==> config.mk <==
export PLATFORM = sky130hd
export DESIGN_NAME = burst_sram_ctrl_flat
export DESIGN_NICKNAME = d
export VERILOG_FILES = /design/src/rtl/burst_sram_if.sv /design/src/rtl/burst_sram_ctrl.sv /design/src/flat_wrapper.sv
export SDC_FILE = /design/constraint.sdc
export NUM_CORES = 1
export LEC_CHECK = 0
export ABC_AREA = 0
export BUFFER_PORTS_ARGS = -buffer_cell sky130_fd_sc_hd__buf_2
export CORE_ASPECT_RATIO = 1.5
export CORE_UTILIZATION = 46
export CTS_CLUSTER_DIAMETER = 40
export CTS_CLUSTER_SIZE = 8
export DETAILED_ROUTE_END_ITERATION = 16
export PLACE_DENSITY = 0.79
export REMOVE_ABC_BUFFERS = 1
export SYNTH_ARGS = -nofsm -noshare
export SYNTH_HDL_FRONTEND = slang
export SYNTH_SLANG_ARGS = --single-unit
==> constraint.sdc <==
create_clock -name clk -period 2.2 [get_ports clk]
set_clock_uncertainty 0.2 [all_clocks]
set_input_delay 0.22 -clock clk [delete_from_list [all_inputs] [get_ports clk]]
set_output_delay 0.22 -clock clk [all_outputs]
set_load 0.02 [all_outputs]
==> src/rtl/burst_sram_if.sv <==
// Bundle of request, write-beat, read-beat and single-beat SRAM signals for burst_sram_ctrl.
// slave is the controller's view; master is the requester/SRAM side.
interface burst_sram_if #(
    parameter int ADDR_W = 4,
    parameter int DATA_W = 8,
    parameter int LEN_W  = 5
);
    // valid/ready: a request or write beat transfers on a rising edge where both are high;
    // rd_valid carries no backpressure and must be consumed in the cycle it is high.
    logic              req_valid;
    logic              req_ready;
    logic              req_we;
    logic [ADDR_W-1:0] req_addr;
    logic [LEN_W-1:0]  req_len;
    logic [DATA_W-1:0] wr_data;
    logic              wr_valid;
    logic              wr_ready;
    logic [DATA_W-1:0] rd_data;
    logic              rd_valid;
    logic              done;
    logic              err;
    logic              mem_cs;
    logic              mem_we;
    logic [ADDR_W-1:0] mem_addr;
    logic [DATA_W-1:0] mem_wdata;
    logic [DATA_W-1:0] mem_rdata;

    modport slave (
        input  req_valid, req_we, req_addr, req_len, wr_data, wr_valid, mem_rdata,
        output req_ready, wr_ready, rd_data, rd_valid, done, err,
               mem_cs, mem_we, mem_addr, mem_wdata
    );

    modport master (
        output req_valid, req_we, req_addr, req_len, wr_data, wr_valid, mem_rdata,
        input  req_ready, wr_ready, rd_data, rd_valid, done, err,
               mem_cs, mem_we, mem_addr, mem_wdata
    );
endinterface

==> src/rtl/burst_sram_ctrl.sv <==
// Burst-to-single-beat SRAM controller: splits write/read bursts into one access per cycle.
// Optional macro BURST_SRAM_CTRL_BOUND_CHECK_EN rejects bursts that would cross the top address.
module burst_sram_ctrl #(
    parameter int ADDR_W = 4,
    parameter int DATA_W = 8,
    parameter int LEN_W  = 5
) (
    input  logic       clk,
    input  logic       rst_n,
    burst_sram_if.slave bus,
    output logic [2:0] dbg_state
);
    typedef enum logic [2:0] {
        IDLE  = 3'd0,
        WRITE = 3'd1,
        READ  = 3'd2,
        DRAIN = 3'd3,
        DONE  = 3'd4
    } state_t;

    localparam int DEPTH = 1 << ADDR_W;

    state_t            state;
    logic [ADDR_W-1:0] cur_addr;
    logic [LEN_W-1:0]  beats_left;
    logic [LEN_W-1:0]  eff_len;
    logic              req_ready_q;
    logic              done_q;
    logic              rd_pending;
    logic              rd_valid_q;
    logic [DATA_W-1:0] rd_data_q;
    logic              accept;
    logic              reject;
    logic              wr_beat;
    logic              rd_issue;

    // req_ready_q tracks state == IDLE, so it doubles as the acceptance qualifier.
    assign accept   = bus.req_valid && req_ready_q;
    assign wr_beat  = (state == WRITE) && bus.wr_valid;
    assign rd_issue = (state == READ);

    always_comb begin
        eff_len = bus.req_len;
        if (int'(bus.req_len) > DEPTH) begin
            eff_len = LEN_W'(DEPTH);
        end
    end

`ifdef BURST_SRAM_CTRL_BOUND_CHECK_EN
    logic err_q;
    assign reject  = accept && ((int'(bus.req_addr) + int'(bus.req_len)) > DEPTH);
    assign bus.err = err_q;

    always_ff @(posedge clk or negedge rst_n) begin
        if (!rst_n) begin
            err_q <= 1'b0;
        end else begin
            err_q <= reject;
        end
    end
`else
    assign reject  = 1'b0;
    assign bus.err = 1'b0;
`endif

    // SRAM port is combinational so a write beat lands in the cycle it is accepted.
    assign bus.wr_ready  = wr_beat;
    assign bus.mem_cs    = wr_beat || rd_issue;
    assign bus.mem_we    = wr_beat;
    assign bus.mem_addr  = (wr_beat || rd_issue) ? cur_addr : '0;
    assign bus.mem_wdata = wr_beat ? bus.wr_data : '0;

    assign bus.req_ready = req_ready_q;
    assign bus.done      = done_q;
    assign bus.rd_valid  = rd_valid_q;
    assign bus.rd_data   = rd_data_q;
    assign dbg_state     = state;

    always_ff @(posedge clk or negedge rst_n) begin
        if (!rst_n) begin
            state       <= IDLE;
            cur_addr    <= '0;
            beats_left  <= '0;
            req_ready_q <= 1'b1;
            done_q      <= 1'b0;
            rd_pending  <= 1'b0;
            rd_valid_q  <= 1'b0;
            rd_data_q   <= '0;
        end else begin
            done_q     <= 1'b0;
            rd_pending <= rd_issue;
            rd_valid_q <= rd_pending;
            if (rd_pending) begin
                rd_data_q <= bus.mem_rdata;
            end
            case (state)
                IDLE: begin
                    if (accept && !reject) begin
                        cur_addr    <= bus.req_addr;
                        beats_left  <= eff_len;
                        req_ready_q <= 1'b0;
                        if (eff_len == '0) begin
                            state  <= DONE;
                            done_q <= 1'b1;
                        end else begin
                            state <= bus.req_we ? WRITE : READ;
                        end
                    end
                end
                WRITE: begin
                    if (wr_beat) begin
                        cur_addr   <= cur_addr + ADDR_W'(1);
                        beats_left <= beats_left - LEN_W'(1);
                        if (beats_left == LEN_W'(1)) begin
                            state  <= DONE;
                            done_q <= 1'b1;
                        end
                    end
                end
                READ: begin
                    cur_addr   <= cur_addr + ADDR_W'(1);
                    beats_left <= beats_left - LEN_W'(1);
                    if (beats_left == LEN_W'(1)) begin
                        state <= DRAIN;
                    end
                end
                DRAIN: begin
                    state  <= DONE;
                    done_q <= 1'b1;
                end
                DONE: begin
                    state       <= IDLE;
                    req_ready_q <= 1'b1;
                end
                default: begin
                    state       <= IDLE;
                    req_ready_q <= 1'b1;
                end
            endcase
        end
    end
endmodule

==> src/flat_wrapper.sv <==
// flat-port wrapper written by rule: the top's interface ports become plain ports
module burst_sram_ctrl_flat 
#(
    parameter int ADDR_W = 4,
    parameter int DATA_W = 8,
    parameter int LEN_W  = 5
)
  (clk, rst_n, dbg_state, bus_req_valid, bus_req_we, bus_req_addr, bus_req_len, bus_wr_data, bus_wr_valid, bus_mem_rdata, bus_req_ready, bus_wr_ready, bus_rd_data, bus_rd_valid, bus_done, bus_err, bus_mem_cs, bus_mem_we, bus_mem_addr, bus_mem_wdata);
  burst_sram_if #(.ADDR_W(ADDR_W), .DATA_W(DATA_W), .LEN_W(LEN_W)) bus_i ();
  input  logic clk;
  input  logic rst_n;
  output logic [2:0] dbg_state;
  input wire logic [$bits(bus_i.req_valid)-1:0] bus_req_valid;
  input wire logic [$bits(bus_i.req_we)-1:0] bus_req_we;
  input wire logic [$bits(bus_i.req_addr)-1:0] bus_req_addr;
  input wire logic [$bits(bus_i.req_len)-1:0] bus_req_len;
  input wire logic [$bits(bus_i.wr_data)-1:0] bus_wr_data;
  input wire logic [$bits(bus_i.wr_valid)-1:0] bus_wr_valid;
  input wire logic [$bits(bus_i.mem_rdata)-1:0] bus_mem_rdata;
  output wire logic [$bits(bus_i.req_ready)-1:0] bus_req_ready;
  output wire logic [$bits(bus_i.wr_ready)-1:0] bus_wr_ready;
  output wire logic [$bits(bus_i.rd_data)-1:0] bus_rd_data;
  output wire logic [$bits(bus_i.rd_valid)-1:0] bus_rd_valid;
  output wire logic [$bits(bus_i.done)-1:0] bus_done;
  output wire logic [$bits(bus_i.err)-1:0] bus_err;
  output wire logic [$bits(bus_i.mem_cs)-1:0] bus_mem_cs;
  output wire logic [$bits(bus_i.mem_we)-1:0] bus_mem_we;
  output wire logic [$bits(bus_i.mem_addr)-1:0] bus_mem_addr;
  output wire logic [$bits(bus_i.mem_wdata)-1:0] bus_mem_wdata;
  assign bus_i.req_valid = bus_req_valid;
  assign bus_i.req_we = bus_req_we;
  assign bus_i.req_addr = bus_req_addr;
  assign bus_i.req_len = bus_req_len;
  assign bus_i.wr_data = bus_wr_data;
  assign bus_i.wr_valid = bus_wr_valid;
  assign bus_i.mem_rdata = bus_mem_rdata;
  assign bus_req_ready = bus_i.req_ready;
  assign bus_wr_ready = bus_i.wr_ready;
  assign bus_rd_data = bus_i.rd_data;
  assign bus_rd_valid = bus_i.rd_valid;
  assign bus_done = bus_i.done;
  assign bus_err = bus_i.err;
  assign bus_mem_cs = bus_i.mem_cs;
  assign bus_mem_we = bus_i.mem_we;
  assign bus_mem_addr = bus_i.mem_addr;
  assign bus_mem_wdata = bus_i.mem_wdata;
  burst_sram_ctrl #(.ADDR_W(ADDR_W), .DATA_W(DATA_W), .LEN_W(LEN_W)) u_core (.clk(clk), .rst_n(rst_n), .bus(bus_i), .dbg_state(dbg_state));
endmodule
==> qor.csv <==
metric,value,unit
number of violations of the max-capacitance limit,0,
deepest level of the CTS H-tree,1,
setup TNS,0,ps
Seq pwr share,34.5,%
Syn Inst Count,130,
routed length per instance,13.55,microns
number of enable-type register cells in the synthesized netlist,0,
fraction of the mapped netlist area in compound gates,13.30,%
power density relative to cell area,1325,mW/mm^2
post-synthesis xor/xnor area fraction,0,%
via count,1201,
remaining antenna violation count after routing,0,
global-route total usage across every layer,22.01,%
clock tree from TritonCTS,done,
maximum resistive drop on vdd,0.7563,mV
Max Transition Viols Final,0,
flop-to-flop setup slack,180,ps
I/O pin cnt,60,
largest family of logic cells by synthesized area,simple AND/OR/NAND/NOR gates,
fraction of registers with async set/reset,100.0,%
count of buffers added by post-CTS timing repair for setup,0,
row count,23,
transition time at the pin with the least slew margin,651.2,ps
startpoint kind of the worst setup timing path,flop,
total leakage power,0.9059,nW
worst slew margin relative to its limit,55.98,%
largest net degree at the start of global routing,25,
Core Box Area,0.002705,sq mm
endpoints failing setup,0,
first-pass detailed-route iteration total,4,
worst-path maximum fanout,9,
number of hold-slack violations in the final timing report,0,
clock sink total,24,
initial antenna violation count,0,
total gr overflow,0,
Inserted Clock Buffers,3,
Area Growth Syn to Fin,34.62,%
"post-synthesis share of cell area spent on and, or, nand and nor gates",21.60,%
via count of the first global-routing pass,1205,
Synth area leaders,"sky130_fd_sc_hd__dfrtp_1 43%, sky130_fd_sc_hd__mux2_2 9.3%, sky130_fd_sc_hd__and2_1 5.7%",
die span in x,45.84,microns
Critical Path End Type,primary output,
switching power,1.005,mW
worst min-delay path category,in2reg,
Final HPWL DP,2.340,mm
vertical die dimension,67.77,microns
Vias per Instance,5.155,
final RePlAce weighted congestion,0.8575,
library cell occupying the most area in the post-synthesis netlist,sky130_fd_sc_hd__dfrtp_1,
synthesis-stage register bit count,24,
type of the worst setup path,reg2out,
synthesized area,0.001326,sq mm
Ant. Diodes,0,
unrepaired setup endpoints after global routing,no,
switching fraction of total power,42.49,%
share of cell area taken by muxes after synthesis,11.60,%
Main synth FF type,sky130_fd_sc_hd__dfrtp_1,
adder-cell area share of the yosys netlist,2.830,%
Port-buffer cells,58,
sequential element share of the synthesized area,45.38,%
"buffers from clock root to sink, at most",2,
wire length of the first global-routing pass,4.981,mm
Combinational Power Share,53.3,%
DRC Markers,0,
cell-internal power,1.360,mW
required time worst endpoint,1780,ps
root buffer cell,sky130_fd_sc_hd__clkbuf_8,
clock insertion delay at the later pin of the skew report,260,ps
max frequency,488.2,MHz
layout cells sized above 1,42.86,%
"Clk pin slew, worst setup/hold paths",80,ps
yosys warns,0,
DRT Wirelength,3.158,mm
final worst path period need,2048,ps
Detailed Route Iter0 Violations,34,
Yosys cell types,42,
Nets,230,
final clock period utilization by the worst path,93.11,%
Die Footprint,0.003106,sq mm
final core area utilization,66.00,%
signal arrival time at the worst endpoint,1630,ps
effective utilization at floorplan,49.03,%
per-instance average area after synthesis,10.20,sq um
portion of synthesized cell area occupied by the leading cell type,43.40,%
run status,"finished, final reports clean",
portion of total power attributed to the clock network,12.2,%
synthesized netlist by cell type, drive strengths merged (2+ instances only):
| cell | instances |
|---|---|
| buf | 5 |
| o21ai | 4 |
| nor3 | 5 |
| or2 | 2 |
| nand3 | 3 |
| mux2 | 11 |
| a21o | 2 |
| and2 | 13 |
| or2b | 2 |
| a211o | 2 |
| nor3b | 2 |
| nand2 | 7 |
| mux2i | 3 |
| clkbuf | 2 |
| dfrtp | 23 |
| inv | 6 |
| o22a | 3 |
| a21oi | 9 |
| nor2 | 7 |
| nand2b | 2 |
| ha | 3 |
sequential cells by signal (all words and copies together) (netlist names):
| name | cells |
|---|---|
| u_core.bus.rd_data | 8 |
| u_core.beats_left | 5 |
| u_core.cur_addr | 4 |
| u_core.dbg_state | 3 |
| u_core.bus.done | 1 |
| u_core.bus.rd_valid | 1 |
| u_core.bus.req_ready | 1 |
| u_core.rd_pending | 1 |
power groups by stage:
stage	Clock [mW]	Combinational, mW	Sequential, mW
finish	0.289	1.26	0.816
global route	0.325	1.39	0.840
CTS	0.303	1.25	0.812
detailed placement	0	1.24	0.820
global placement	0	1.20	0.805
floorplan	0	0.716	0.952
area by class of cell:
type | instances | area (sq um)
Sequential cell | 24 | 601.8
Timing Repair Buffer | 69 | 395.4
Clock buffer | 4 | 55.05
Fill cell | 229 | 919.6
Multi-Input combinational cell | 93 | 664.4
Inverter | 6 | 22.52
Tap cell | 37 | 46.29
placed cells by master (no fill, tap or decap), types with 2 or more instances in the layout:
cell | netlist | final
sky130_fd_sc_hd__buf_2 | 2 | 58
sky130_fd_sc_hd__dfrtp_1 | 23 | 23
sky130_fd_sc_hd__and2_1 | 12 | 12
sky130_fd_sc_hd__mux2_2 | 11 | 11
sky130_fd_sc_hd__dlygate4sd3_1 | 0 | 9
sky130_fd_sc_hd__a21oi_1 | 8 | 7
sky130_fd_sc_hd__nand2_1 | 7 | 7
sky130_fd_sc_hd__inv_1 | 6 | 6
sky130_fd_sc_hd__nor2_1 | 7 | 6
sky130_fd_sc_hd__nor3_1 | 5 | 5
sky130_fd_sc_hd__clkbuf_8 | 0 | 4
sky130_fd_sc_hd__nand3_1 | 3 | 3
sky130_fd_sc_hd__o22a_1 | 3 | 3
sky130_fd_sc_hd__mux2i_1 | 3 | 3
sky130_fd_sc_hd__o21ai_0 | 3 | 3
sky130_fd_sc_hd__ha_1 | 3 | 3
sky130_fd_sc_hd__nor3b_1 | 2 | 2
sky130_fd_sc_hd__a21o_1 | 2 | 2
sky130_fd_sc_hd__nand2b_1 | 2 | 2
sky130_fd_sc_hd__a211o_1 | 2 | 2
sky130_fd_sc_hd__buf_4 | 2 | 2
per-stage QoR:
step | power (mW) | hold WS [ps] | std cells | cell area (sq um) | setup WS (ps)
after floorplan | 1.668 | -275.6 | 123 | 1282 | 21.81
after global routing | 2.557 | 102.5 | 233 | 1785 | 71.06
after detailed placement | 2.057 | 27.32 | 220 | 1634 | 225.8
after CTS | 2.368 | 70.83 | 233 | 1779 | 73.10
final | 2.365 | 69.81 | 233 | 1785 | 151.6
after global placement | 2.008 | 26.25 | 220 | 1634 | 282.3
critical path, cell delays in order (launching register included):
cell,delay [ps]
sky130_fd_sc_hd__dfrtp_1,480
sky130_fd_sc_hd__or2b_1,340
sky130_fd_sc_hd__a21oi_2,240
sky130_fd_sc_hd__and2_1,150
sky130_fd_sc_hd__buf_2,150
timing repair:
item / in CTS / in global routing
endpoints found under the setup margin: 0 / 12
resized for setup: 0 / 2
hold buffers: 9 / 0
endpoints found under the hold margin: 31 / 0
final timing paths:
check                                        end                   from  depth (start not counted)
min in group asynchronous  u_core.bus.rd_data[5]                  rst_n                          2
hold / removal                u_core.cur_addr[1]        bus_req_addr[1]                          3
hold reg to reg            u_core.bus.rd_data[3]  u_core.bus.rd_data[3]                          1
setup / recovery                 bus_mem_addr[1]    u_core.dbg_state[1]                          4
max in group asynchronous   u_core.bus.req_ready                  rst_n                          2
setup reg to reg            u_core.beats_left[4]    u_core.dbg_state[1]                          4
layer usage:
layer | GRT usage [%] | up-vias | routed length [microns]
li1 | - | 582 | -
met1 | 21.02 | 569 | 1201
met2 | 44.37 | 46 | 1781
met3 | 2.674 | 4 | 138
met4 | 8.088 | 0 | 36
met5 | 0 | - | 0
cells by family (layout without fill, tap and decap cells):
family          count (synthesis)  after routing
simple gates                   50             50
flops                          24             24
buf+inv                        13             79
other cells                     1              1
mux                            14             14
fa+ha+maj                       3              3
compound gates                 25             25
Power figures use the tool's default switching activity.
